### config.mk
export PLATFORM = sky130hd
export DESIGN_NAME = colour_classifier
export DESIGN_NICKNAME = d
export VERILOG_FILES = /design/src/rtl/colour_classifier.sv
export SDC_FILE = /design/constraint.sdc
export NUM_CORES = 1
export LEC_CHECK = 0
export ABC_CLOCK_PERIOD_IN_PS = 5100
export BUFFER_PORTS_ARGS = -buffer_cell sky130_fd_sc_hd__buf_4
export CAP_MARGIN = 10
export CORE_AREA = 8 8 194 196
export CTS_CLUSTER_DIAMETER = 150
export CTS_CLUSTER_SIZE = 28
export DETAILED_ROUTE_END_ITERATION = 6
export DIE_AREA = 0 0 202 204
export SYNTH_ARGS = -nofsm -noshare
export SYNTH_HDL_FRONTEND = slang
export SYNTH_SLANG_ARGS = --single-unit
export TNS_END_PERCENT = 10
### constraint.sdc
create_clock -name clk -period 5.1 [get_ports clk]
set_input_delay 0.51 -clock clk [delete_from_list [all_inputs] [get_ports clk]]
set_output_delay 0.51 -clock clk [all_outputs]
set_load 0.05 [all_outputs]
### src/rtl/colour_classifier.sv
// colour_classifier: drives the colour sensor filter selects, measures the
// high-pulse width under each filter, votes each window's sample against
// per-class threshold windows and issues a one-hot colour decision per frame.
//
// state   | meaning
// --------+-------------------------------------------------------------
// IDLE    | stopped; votes cleared, outputs hold their last decision
// SETTLE  | filter just switched; input ignored for SETTLE_CYCLES cycles
// MEASURE | WIN_CYCLES-cycle window measuring high-pulse width
// DECIDE  | one cycle; pick winning class, publish colour, clear votes
module colour_classifier #(
  parameter int CNT_W         = 20,
  parameter int WIN_CYCLES    = 78125,
  parameter int SETTLE_CYCLES = 1000,
  parameter int ROUNDS        = 16,
  parameter int NUM_CLASSES   = 3,
  parameter int MATCH_MIN     = 48
) (
  input  logic                           clk,
  input  logic                           rst_n,
  input  logic                           en,
  input  logic                           colour_freq,
  input  logic [NUM_CLASSES*4*CNT_W-1:0] thr_lo,
  input  logic [NUM_CLASSES*4*CNT_W-1:0] thr_hi,
  output logic                           s2,
  output logic                           s3,
  output logic [NUM_CLASSES-1:0]         colour,
  output logic                           result_valid,
  output logic                           no_signal,
  output logic [CNT_W-1:0]               sample,
  output logic [1:0]                     sample_filter,
  output logic                           sample_valid
);

  localparam int TMR_MAX = (WIN_CYCLES > SETTLE_CYCLES) ? WIN_CYCLES : SETTLE_CYCLES;
  localparam int TMR_W   = $clog2(TMR_MAX + 1);
  localparam int VOTE_W  = $clog2(4 * ROUNDS + 1);
  localparam int RND_W   = (ROUNDS > 1) ? $clog2(ROUNDS) : 1;
  localparam int IDX_W   = (NUM_CLASSES > 1) ? $clog2(NUM_CLASSES) : 1;

  localparam logic [TMR_W-1:0]  SETTLE_LOAD = TMR_W'(SETTLE_CYCLES - 1);
  localparam logic [TMR_W-1:0]  WIN_LOAD    = TMR_W'(WIN_CYCLES - 1);
  localparam logic [RND_W-1:0]  LAST_ROUND  = RND_W'(ROUNDS - 1);
  localparam logic [VOTE_W-1:0] MATCH_V     = VOTE_W'(MATCH_MIN);
  localparam logic [CNT_W-1:0]  CNT_MAX     = '1;

  typedef enum logic [1:0] {
    IDLE    = 2'd0,
    SETTLE  = 2'd1,
    MEASURE = 2'd2,
    DECIDE  = 2'd3
  } state_t;

  state_t                  state_q, state_d;
  logic [1:0]              f_q, f_d;
  logic [RND_W-1:0]        round_q, round_d;
  logic [TMR_W-1:0]        tmr_q, tmr_d;
  logic [1:0]              sync_q, sync_d;
  logic                    prev_q, prev_d;
  logic [CNT_W-1:0]        cnt_q, cnt_d;
  logic [CNT_W-1:0]        latch_q, latch_d;
  logic                    fall_seen_q, fall_seen_d;
  logic                    miss_q, miss_d;
  logic [VOTE_W-1:0]       vote_q [NUM_CLASSES];
  logic [VOTE_W-1:0]       vote_d [NUM_CLASSES];
  logic                    s2_q, s2_d, s3_q, s3_d;
  logic [NUM_CLASSES-1:0]  colour_q, colour_d;
  logic                    result_valid_q, result_valid_d;
  logic                    no_signal_q, no_signal_d;
  logic [CNT_W-1:0]        sample_q, sample_d;
  logic [1:0]              sample_filter_q, sample_filter_d;
  logic                    sample_valid_q, sample_valid_d;

  logic                    fall;
  logic                    tmr_tc;
  logic [CNT_W-1:0]        win_sample;
  logic [CNT_W-1:0]        lo_v, hi_v;
  logic [VOTE_W-1:0]       best_v;
  logic [IDX_W-1:0]        best_idx;

  assign fall   = prev_q & ~sync_q[1];
  assign tmr_tc = (tmr_q == '0);

  // Two-flop synchroniser for the sensor output plus one delay stage for edges.
  always_comb begin
    sync_d = {sync_q[0], colour_freq};
    prev_d = sync_q[1];
  end

  // Winner search: strict compare keeps the lowest index on ties.
  always_comb begin
    best_v   = vote_q[0];
    best_idx = '0;
    for (int c = 1; c < NUM_CLASSES; c++) begin
      if (vote_q[c] > best_v) begin
        best_v   = vote_q[c];
        best_idx = IDX_W'(c);
      end
    end
  end

  // Sequencer next-state plus width counter, voting and result datapath.
  always_comb begin
    state_d         = state_q;
    f_d             = f_q;
    round_d         = round_q;
    tmr_d           = tmr_q;
    cnt_d           = cnt_q;
    latch_d         = latch_q;
    fall_seen_d     = fall_seen_q;
    miss_d          = miss_q;
    vote_d          = vote_q;
    colour_d        = colour_q;
    result_valid_d  = 1'b0;
    no_signal_d     = no_signal_q;
    sample_d        = sample_q;
    sample_filter_d = sample_filter_q;
    sample_valid_d  = 1'b0;
    win_sample      = '0;
    lo_v            = '0;
    hi_v            = '0;

    if (!en) begin
      // Abort: discard the frame but keep the last published decision.
      state_d     = IDLE;
      f_d         = 2'd0;
      round_d     = '0;
      tmr_d       = '0;
      cnt_d       = '0;
      latch_d     = '0;
      fall_seen_d = 1'b0;
      miss_d      = 1'b0;
      for (int c = 0; c < NUM_CLASSES; c++) vote_d[c] = '0;
    end else begin
      case (state_q)
        IDLE: begin
          state_d     = SETTLE;
          f_d         = 2'd0;
          round_d     = '0;
          tmr_d       = SETTLE_LOAD;
          cnt_d       = '0;
          latch_d     = '0;
          fall_seen_d = 1'b0;
        end
        SETTLE: begin
          if (tmr_tc) begin
            state_d = MEASURE;
            tmr_d   = WIN_LOAD;
          end else begin
            tmr_d = tmr_q - TMR_W'(1);
          end
        end
        MEASURE: begin
          if (fall) begin
            latch_d     = cnt_q;
            cnt_d       = '0;
            fall_seen_d = 1'b1;
          end else if (sync_q[1] && (cnt_q != CNT_MAX)) begin
            cnt_d = cnt_q + CNT_W'(1);
          end

          if (tmr_tc) begin
            // Window end: the edge landing in this last cycle still counts.
            win_sample = fall_seen_d ? latch_d : '0;
            if (!fall_seen_d) miss_d = 1'b1;
            for (int c = 0; c < NUM_CLASSES; c++) begin
              lo_v = thr_lo[(c * 4 + int'(f_q)) * CNT_W +: CNT_W];
              hi_v = thr_hi[(c * 4 + int'(f_q)) * CNT_W +: CNT_W];
              if ((lo_v < win_sample) && (win_sample < hi_v))
                vote_d[c] = vote_q[c] + VOTE_W'(1);
            end
            sample_d        = win_sample;
            sample_filter_d = f_q;
            sample_valid_d  = 1'b1;

            if ((f_q == 2'd3) && (round_q == LAST_ROUND)) begin
              state_d = DECIDE;
            end else begin
              state_d     = SETTLE;
              f_d         = f_q + 2'd1;
              if (f_q == 2'd3) round_d = round_q + RND_W'(1);
              tmr_d       = SETTLE_LOAD;
              cnt_d       = '0;
              latch_d     = '0;
              fall_seen_d = 1'b0;
            end
          end else begin
            tmr_d = tmr_q - TMR_W'(1);
          end
        end
        DECIDE: begin
          colour_d = '0;
          if (best_v >= MATCH_V) colour_d[best_idx] = 1'b1;
          no_signal_d    = miss_q;
          result_valid_d = 1'b1;
          miss_d         = 1'b0;
          for (int c = 0; c < NUM_CLASSES; c++) vote_d[c] = '0;
          state_d     = SETTLE;
          f_d         = 2'd0;
          round_d     = '0;
          tmr_d       = SETTLE_LOAD;
          cnt_d       = '0;
          latch_d     = '0;
          fall_seen_d = 1'b0;
        end
        default: state_d = IDLE;
      endcase
    end

    // Filter selects follow the filter index being entered.
    s2_d = (f_d == 2'd1) || (f_d == 2'd2);
    s3_d = (f_d == 2'd1) || (f_d == 2'd3);
  end

  // State and datapath registers with asynchronous active-low reset.
  always_ff @(posedge clk or negedge rst_n) begin
    if (!rst_n) begin
      state_q         <= IDLE;
      f_q             <= 2'd0;
      round_q         <= '0;
      tmr_q           <= '0;
      sync_q          <= 2'b00;
      prev_q          <= 1'b0;
      cnt_q           <= '0;
      latch_q         <= '0;
      fall_seen_q     <= 1'b0;
      miss_q          <= 1'b0;
      for (int c = 0; c < NUM_CLASSES; c++) vote_q[c] <= '0;
      s2_q            <= 1'b0;
      s3_q            <= 1'b0;
      colour_q        <= '0;
      result_valid_q  <= 1'b0;
      no_signal_q     <= 1'b0;
      sample_q        <= '0;
      sample_filter_q <= 2'd0;
      sample_valid_q  <= 1'b0;
    end else begin
      state_q         <= state_d;
      f_q             <= f_d;
      round_q         <= round_d;
      tmr_q           <= tmr_d;
      sync_q          <= sync_d;
      prev_q          <= prev_d;
      cnt_q           <= cnt_d;
      latch_q         <= latch_d;
      fall_seen_q     <= fall_seen_d;
      miss_q          <= miss_d;
      vote_q          <= vote_d;
      s2_q            <= s2_d;
      s3_q            <= s3_d;
      colour_q        <= colour_d;
      result_valid_q  <= result_valid_d;
      no_signal_q     <= no_signal_d;
      sample_q        <= sample_d;
      sample_filter_q <= sample_filter_d;
      sample_valid_q  <= sample_valid_d;
    end
  end

  assign s2            = s2_q;
  assign s3            = s3_q;
  assign colour        = colour_q;
  assign result_valid  = result_valid_q;
  assign no_signal     = no_signal_q;
  assign sample        = sample_q;
  assign sample_filter = sample_filter_q;
  assign sample_valid  = sample_valid_q;

endmodule

==> reports/results.txt, run 1 <==
TritonCTS built the clock tree. In this run the cell area measured after placement is 16470 um^2. Summed over its instances, the top area cell type makes up 25.12% of the synthesized netlist area.

Averaged over all synthesized cells, the footprint is 10.14 um^2. Summing all non-filler instances in the final layout gives an area of 17170 um^2. The worst path needs 4693 ps of the cycle, external delays included. The area growth from synthesis to layout is 43.63%.

The number of setup violations in the final report is 0. Before antenna repair, the detailed router went through 5 iterations. Async set-or-reset flop fraction in the synthesized netlist: 100.0%. The type of element capturing the critical path is a register.

The signal on the critical path passes through nand2b_1 -> and3_1 -> a21oi_1 -> inv_1 -> ha_1 -> nand3_1 -> nand2_1 -> a2111oi_0 -> nand3_1 -> nor4_2 -> buf_4 -> nor4b_1 -> o31a_1. Yosys attributes the largest share of cell area to sky130_fd_sc_hd__dfrtp_1 (25%), sky130_fd_sc_hd__mux4_2 (23%), sky130_fd_sc_hd__ha_1 (15%). Maximum fanout along the worst path: 23. The post-route fraction of the period consumed by the critical path works out to 92.02%.

Excluding fillers, the count of instances in the completed layout stands at 2178. For this run, design rule violations remaining after detail routing come to 0. The worst setup skew after layout was 9.929 ps; the relative slew slack was 23.72%. The congestion estimate from routability-driven global placement came to 0.9752. The count of final max-slew check failures was 0; the number of buffers on the longest clock path was 2. In the layout the commonest cells are sky130_fd_sc_hd__buf_4 (546), sky130_fd_sc_hd__ha_1 (139), sky130_fd_sc_hd__mux4_2 (120), sky130_fd_sc_hd__dfrtp_1 (118), sky130_fd_sc_hd__inv_1 (105). In the detailed route, the total length drawn on met3 is 3.982 mm.

Prior to clock tree synthesis, the placed netlist has a worst setup slack of 617.2 ps. IR analysis of the VDD net gives a maximum drop of 0.0002497 V. Setup repair after global routing left no endpoint under its margin. Share of cells above drive strength 1: 42.55%. Global routing used 28.29% of the available tracks across all layers. Class of the worst hold path: input port to async pin. For the global-route wire length before repair, the log shows 86.90 mm. Detailed routing inserted a total of 12380 vias. In the final routed layout, each cell accounts on average for 27.67 um.

The tools report the post-route worst setup slack as 407.0 ps. Summed over all nets, the half-perimeter wirelength after detailed placement is 51.53 mm. The number of flip-flops and latches in the synthesized netlist came out at 120.

Count of antenna-violating nets left after detailed routing: 0. The buffer type at the clock tree root was sky130_fd_sc_hd__clkbuf_16. 514 I/O pins were placed. The vertical die dimension came out at 204 um. The floorplan step set the die width to 202 um. Sequential elements use 25.12% of the synthesized area.

The critical path in this run is classified as register to register. Summing every instance area after synthesis gives 11960 um^2. The flow ran to the end, and the final reports show no timing, DRC or antenna violations. For the required time at the endpoint of the critical path, the log shows 5470 ps. The tool flagged a number of max-cap violations equal to 0.

Leaving out fill and tap cells, the most frequent cell in the layout is sky130_fd_sc_hd__buf_4. The total CTS buffers came out at 17. The final total negative setup slack was 0 ps. The most used flip-flop cell after synthesis is sky130_fd_sc_hd__dfrtp_1.

Summing internal, switching and leakage power gives 4.092 mW. The area enclosed by the die boundary came out at 41210 um^2. The net count of the finished layout is 2314. The count of different cell masters after synthesis is 70.

For the cell count after synthesis, the log shows 1179. The areal power density over the cells is 238.3 nW/um^2. Counting both buffers and inverters, the worst setup path holds a total of 2.

Wire segments on met2 add up to 30.04 mm in the final route. For this run, the number of Yosys warnings is 0. Entering global routing, the biggest net connects 60 pins. At the end of the flow the core is filled with cells to 49.36%. On the critical path, the stage with the largest delay is an instance of sky130_fd_sc_hd__a2111oi_0. The global route total overflow came out at 0.

The run gives 2133 as the placed cell count. After clock tree synthesis, the clock-pin slew on the worst setup and hold paths is 60 ps. The floorplan step defined a core boundary enclosing 34790 um^2. The run gives 12980 as the via count of the first global-routing pass. Post-cts resize count: 0. Among cell families on the critical path, the largest total delay comes from simple AND/OR/NAND/NOR gates. Initial antenna violation count: 18. The tools report the post-synthesis net count as 1802. The number of enable flip-flop cells after synthesis came out at 0. Transition time at the pin with the least slew margin: 1144 ps. In the final routing, the length of wire on met1 measures 23.31 mm. Based on the critical path, the design can be clocked at up to 213.1 MHz.

The most numerous cell type found on the critical path is sky130_fd_sc_hd__nand3_1. The run gives 60.26 mm as the total wire length. The starting DRC count in detailed routing is 864, and the worst stage delay on the critical path is 820 ps. The insertion delay to the later sink of the worst-skew pair is 440 ps, and the count of buffers from port buffering is 513.

The hold violation total from the final report is 0. In this run the static leakage power is 8.247 nW. Via count normalized by instance count: 5.685. The data arrival at the endpoint of the critical path was 5060 ps; the final worst hold slack was 141.5 ps. The row count is 69.

The worst setup path is launched from a register. Number of buffers inserted for hold repair after clock tree synthesis: 0. The initial utilization of the core area, before any placement, comes to 34.37%. Counting every sink on the clock net gives 120. The number of H-tree branching levels is 4. For the post-CTS setup buffer count, the log shows 0. In this run the top signal layer used is met5. Summed over all instances, the cell type with the most area after synthesis is sky130_fd_sc_hd__dfrtp_1.
==> layer usage <==
| metal | vias to the layer above | global-route usage, % |
|---|---|---|
| met1 | 6185 | 32.86 |
| met5 | - | 0 |
| li1 | 5558 | - |
| met3 | 102 | 7.053 |
| met2 | 528 | 48.50 |
| met4 | 8 | 13.49 |
==> final timing paths <==
check                                    start                endpoint  slack, ps  cells past startpoint
setup / recovery           sync_q[1]$_DFF_PN0_  vote_q[12]$_DFFE_PN0P_        410                     13
hold / removal                           rst_n    tmr_q[7]$_DFFE_PN0P_        140                      1
setup reg to reg           sync_q[1]$_DFF_PN0_  vote_q[12]$_DFFE_PN0P_        410                     13
hold reg to reg            sync_q[0]$_DFF_PN0_     sync_q[1]$_DFF_PN0_        410                      0
max in group asynchronous                rst_n        f_q[0]$_DFF_PN0_       3960                      2
min in group clk                   colour_freq     sync_q[0]$_DFF_PN0_        190                      1
==> state kept, by name (all words and copies together) (netlist names) <==
register       cells
sample            20
fall_seen_q        1
tmr_q             17
prev_q             1
sample_filter      2
vote_q            21
result_valid       1
latch_q           20
state_q            2
f_q                2
sample_valid       1
cnt_q             20
round_q            4
sync_q             2
colour             3
no_signal          1
s2                 1
miss_q             1
==> synthesized netlist by cell type (all sizes together), types with 4 or more instances <==
| cell | count |
|---|---|
| ha | 139 |
| mux2 | 5 |
| a21o | 27 |
| buf | 18 |
| mux4 | 120 |
| nand4 | 28 |
| nor4b | 4 |
| nand3b | 4 |
| nor3 | 23 |
| nand2 | 79 |
| mux2i | 9 |
| xnor2 | 17 |
| a21oi | 75 |
| a211oi | 7 |
| dfrtp | 120 |
| a2111oi | 5 |
| nand3 | 29 |
| or2 | 5 |
| and2 | 5 |
| clkbuf | 37 |
| nor2b | 13 |
| o22ai | 4 |
| and4 | 13 |
| o21a | 6 |
| nor4 | 9 |
| a221o | 6 |
| or3 | 9 |
| nand2b | 11 |
| a211o | 5 |
| xor2 | 13 |
| o31ai | 4 |
| a22o | 21 |
| o21ai | 62 |
| and3 | 30 |
| a31oi | 5 |
| o2111ai | 4 |
| nor3b | 6 |
| nor2 | 69 |
| inv | 106 |
==> worst register-to-register path: stages, from the launching register on <==
cell	delay, ps
sky130_fd_sc_hd__dfrtp_1	430
sky130_fd_sc_hd__nand2b_1	590
sky130_fd_sc_hd__and3_1	410
sky130_fd_sc_hd__a21oi_1	410
sky130_fd_sc_hd__inv_1	180
sky130_fd_sc_hd__ha_1	340
sky130_fd_sc_hd__nand3_1	90
sky130_fd_sc_hd__nand2_1	70
sky130_fd_sc_hd__a2111oi_0	820
sky130_fd_sc_hd__nand3_1	220
sky130_fd_sc_hd__nor4_2	320
sky130_fd_sc_hd__buf_4	230
sky130_fd_sc_hd__nor4b_1	310
sky130_fd_sc_hd__o31a_1	200
==> cell families (layout without fill, tap and decap cells) <==
kind of cell	after synthesis	count (layout)	share of synthesized area [%]
and+or+nand+nor	339	339	14.89
AOI/OAI and AO/OA	256	256	14.22
buffers and inverters	161	686	5.201
adders and majority gates	139	139	14.55
muxes	134	134	23.83
DFF	120	120	25.12
xor gates and xnor gates	30	30	2.198
other	0	13	0
==> final cells by class <==
type,count,area (um^2)
clock inverters,15,249.0
flip-flops and latches,120,3010
repair buffers,548,4139
multi-input cells,898,8342
inverters,106,397.9
fillers,3295,17620
clock buffers,17,425.4
diodes,13,32.53
well taps,461,576.8
==> power by group <==
| part | total [mW] | leakage (nW) | switching (mW) | internal (mW) |
|---|---|---|---|---|
| registers | 1.13 | 1.64 | 0.0942 | 1.03 |
| logic | 1.55 | 6.28 | 0.831 | 0.718 |
| clock network | 1.41 | 0.324 | 0.495 | 0.919 |
| total | 4.09 | 8.25 | 1.42 | 2.67 |
Note: power is estimated with default switching activity, not from simulation.
==> run 2, diff against run 1 <==
--- a/config.mk
+++ b/config.mk
@@ -5,14 +5,15 @@
 export SDC_FILE = /design/constraint.sdc
 export NUM_CORES = 1
 export LEC_CHECK = 0
+export ABC_AREA = 1
 export ABC_CLOCK_PERIOD_IN_PS = 5100
 export BUFFER_PORTS_ARGS = -buffer_cell sky130_fd_sc_hd__buf_4
 export CAP_MARGIN = 10
-export CORE_AREA = 8 8 194 196
+export CORE_AREA = 8 8 196 198
 export CTS_CLUSTER_DIAMETER = 150
 export CTS_CLUSTER_SIZE = 28
 export DETAILED_ROUTE_END_ITERATION = 6
-export DIE_AREA = 0 0 202 204
+export DIE_AREA = 0 0 204 206
 export SYNTH_ARGS = -nofsm -noshare
 export SYNTH_HDL_FRONTEND = slang
 export SYNTH_SLANG_ARGS = --single-unit
==> run 2 against run 1 <==
Fmax up 19%. Count of clock-buffer cells in the layout up 4. Combinational power rose to 2.9 times the previous value. Final cell count up 34%. First-iteration DRC count up 67%. Final area up 2.6%. Worst hold slack worse by 27 ps. Area after synthesis up 8.1%. Die area up 2.0%. Critical path type unchanged.
==> reports/results.txt, run 2 <==
The cell count after synthesis is 1995, and the total global routing track utilization is 28.02%. Wire segments on met3 add up to 3.446 mm in the final route. Wire segments on met2 add up to 31.87 mm in the final route. The clock sink count is 120, and the row count is 69. Internal power comes to 3.507 mW. The post-CTS setup buffer count was 0; the standard cell core area was 35220 um^2. After clock tree synthesis, the clock-pin slew on the worst setup and hold paths is 60 ps.

The flip-flop cell with the highest count after synthesis was sky130_fd_sc_hd__dfrtp_1. In the final layout, flip-flops and latches occupy 3008 um^2. After routing the design area is 17630 um^2. For the count of antenna-violating nets left after detailed routing, the log shows 0. The tools report the initial antenna violation count as 5.

The cell accounting for the most synthesized area is sky130_fd_sc_hd__dfrtp_1. The clock network burns 18.3% of the power. The total CTS buffers is 17, and the via count normalized by instance count is 5.369. The areal power density over the cells is 396.2 nW/um^2, and the required time at the endpoint of the critical path is 5410 ps.

At the end of routability-driven placement, the weighted congestion stood at 0.9872. Walking the worst path, the cells encountered are inv_2 -> nand2_2 -> nand2_1 -> inv_1 -> nor2_1 -> inv_1 -> ha_1 -> a21oi_1 -> o21a_1 -> nand2_1 -> nand2_1 -> nand2_1 -> nor2_1 -> nand3_1 -> nand2_2 -> nand2_4 -> nand2_1 -> nand2_1. The critical path launch point is sync_q[1]$_DFF_PN0_. The tools report the hold violation total from the final report as 0. In the final routed layout, each cell accounts on average for 21.43 um. Dividing the synthesized area by the synthesized cell count gives 6.477 um^2. The critical path is of the register to register type. The achievable frequency is 253.9 MHz, and the global-route wire length before repair is 90.76 mm.

For this design the top-level I/O count stands at 514. The count of buffers from port buffering works out to 513. Registers are responsible for 17.3% of the overall power.

Compared with the post-synthesis result, the final layout area differs by 36.41%. The number of buffers on the longest clock path came out at 2. The slowest cell on the critical path was sky130_fd_sc_hd__nor2_1. The share of cells above drive strength 1 is 25.16%. By area the synthesized netlist is led by sky130_fd_sc_hd__dfrtp_1 (23%), sky130_fd_sc_hd__nand2_1 (16%), sky130_fd_sc_hd__ha_1 (13%).

The logs give 0 for the warning count from the yosys run and 138 for the pin count of the biggest net entering global routing. Yosys mapped the design onto 45 distinct sky130hd cell types. Excluding fillers, the count of instances in the completed layout stands at 2913.

By instance count, the leading cell after synthesis is sky130_fd_sc_hd__nand2_1. Final HPWL from detailed placement: 51.58 mm. Number of setup violations in the final report: 0. In this run the critical register-to-register path is launched from sync_q[1]$_DFF_PN0_. The tools report the number of H-tree branching levels as 4. The number of flip-flops in the largest register is 21, and the total routed wire length on the met1 layer is 25.02 mm.

Sequential cells were found to cover 23.24% of the synthesized design area. Counting flops and latches in the post-synthesis netlist gives 120. Setup repair after global routing left no endpoint under its margin.

TritonCTS built the clock tree. Counting tap cells, the placed design contains a total of 2879 instances. The static leakage came out at 8.967 nW. The worst setup path is captured at a register.

The share of synthesized area in the top cell type comes to 23.24%. Of the total power, combinational logic draws 64.4%. The worst path needs 3938 ps of the cycle, external delays included. In the routed design, unresolved DRC markers number 0. The flow ran to the end, and the final reports show no timing, DRC or antenna violations. Worst stage delay on the critical path: 700 ps.

The async set-or-reset flop fraction in the synthesized netlist is 100.0%. After the first detailed-routing iteration, the DRC count stood at 1440. For the effective utilization at floorplan, the log shows 36.68%.

The tools report the launching element type of the critical path as a register. The worst setup skew after layout was 7.783 ps. The worst-case IR drop observed on VDD is 0.0003157 V.

The number of enable flip-flop cells after synthesis was 0; the worst setup slack for register-to-register paths was 1160 ps. The tools report the area enclosed by the die boundary as 42020 um^2. STA puts the critical path data arrival time at 4250 ps. In this run, post-CTS hold repair placed 0 buffers. After detailed placement, the total cell area comes to 17010 um^2. Adding up every negative setup slack in the final design gives 0 ps. The worst register-to-register path ends at vote_q[20]$_DFFE_PN0P_. The final route contains 15640 vias. Summed over all layers, the routed wires come to 62.43 mm.

The via count of the first global-routing pass was 15280; the insertion delay to the later sink of the worst-skew pair was 420 ps. The pre-antenna-repair detailed-routing pass consisted of 5 iterations. Most frequent standard cell in the layout excluding fill and tap cells: sky130_fd_sc_hd__nand2_1. The family of cells with the greatest summed delay on the critical path is simple AND/OR/NAND/NOR gates.

The worst pin sits at a relative slew slack of 40.45%. The global route total overflow came out at 0. The worst hold path belongs to the class input port to async pin.

The post-cts resize count came out at 0. The cell repeated most along the worst path is sky130_fd_sc_hd__nand2_1. The tools report the post-synthesis net count as 2618.

In the layout the commonest cells are sky130_fd_sc_hd__nand2_1 (546), sky130_fd_sc_hd__buf_4 (521), sky130_fd_sc_hd__nor2_1 (241), sky130_fd_sc_hd__o21ai_0 (197), sky130_fd_sc_hd__inv_1 (171). The filler cell count in the final layout is 3663. For the combined area of the multi-input logic cells, the log shows 8755 um^2. The number of nets in the layout was 3060; the maximum fanout along the worst path was 30. The count of final max-slew check failures was 0; the length in cells of the worst reg-to-reg path was 18. The vertical die dimension works out to 206 um. The switching part of the total power works out to 49.78%. The post-route fraction of the period consumed by the critical path is 77.21%, and the width of the die is 204 um.

Ranked by instance count, the synthesized netlist is headed by sky130_fd_sc_hd__nand2_1 (546), sky130_fd_sc_hd__nor2_1 (241), sky130_fd_sc_hd__o21ai_0 (197). Signal routing reaches up to met4. At the pin with the least slew margin, the transition time is 883.9 ps. In this run the power spent charging and discharging nets is 3.477 mW.

The tools report the buffer type at the clock tree root as sky130_fd_sc_hd__clkbuf_16. The max-capacitance violation count is 0. The synthesized netlist occupies a cell area of 12920 um^2. The register with the most flip-flops in the final layout is vote_q. The number of buffers and inverters on the critical path works out to 3.
==> run 2: cell count changes after synthesis, sizes merged, moves of 48 or more <==
cell / change
o21ai: +161
nand3: +48
nor2: +182
a32o: +57
a21oi: +60
o22ai: +61
nand2: +480
mux4: -120
inv: +73
==> run 2: logic make-up after synthesis <==
logic type | share of synthesized area, %
and+or+nand+nor | 29.94
AOI/OAI and AO/OA | 23.20
buffers and inverters | 9.006
adders and majority gates | 13.46
DFF | 23.24
xor gates and xnor gates | 1.152
==> run 2: area by class of cell <==
| class | instances | area share [%] |
|---|---|---|
| clock inverters | 9 | 0.8447 |
| inverters | 181 | 3.947 |
| multi-input cells | 1593 | 49.67 |
| well taps | 461 | 3.273 |
| flip-flops and latches | 120 | 17.07 |
| repair buffers | 524 | 22.53 |
| clock buffers | 21 | 2.612 |
| diodes | 4 | 0.05679 |
==> run 2: power groups by stage <==
| stage | sequential (mW) | combinational, mW | clock (mW) |
|---|---|---|---|
| floorplan | 1.24 | 2.94 | 0 |
| global placement | 1.22 | 4.39 | 0 |
| detailed placement | 1.22 | 4.45 | 0 |
| CTS | 1.21 | 4.48 | 1.29 |
| global route | 1.23 | 4.98 | 1.33 |
| finish | 1.21 | 4.50 | 1.28 |
==> run 2: per-stage QoR <==
step           hold slack [ps]  worst slack (ps)  total power [mW]  utilization, %
2_1_floorplan            214.4              1901             4.180               -
3_3_place_gp             409.8              1230             5.613           48.28
3_5_place_dp             397.6              1199             5.675           48.28
4_1_cts                  132.9              1189             6.983           50.01
5_1_grt                  172.2             755.4             7.540           50.04
6_report                 114.5              1162             6.984           50.04
==> run 2: how the worst max path moves through the flow <==
stage | end | slack [ps] | depth (start not counted)
2_1_floorplan | vote_q[9]$_DFFE_PN0P_ | 1900 | 20
3_3_place_gp | vote_q[14]$_DFFE_PN0P_ | 1230 | 18
3_5_place_dp | vote_q[19]$_DFFE_PN0P_ | 1200 | 18
4_1_cts | vote_q[20]$_DFFE_PN0P_ | 1190 | 18
5_1_grt | vote_q[14]$_DFFE_PN0P_ | 760 | 18
6_report | vote_q[20]$_DFFE_PN0P_ | 1160 | 18
==> run 2: layer usage <==
layer  GRT usage, %  vias to the layer above
li1               -                     7615
met1          33.36                     7446
met2          49.81                      519
met3          4.781                       59
met4          10.77                        0
met5              0                        -
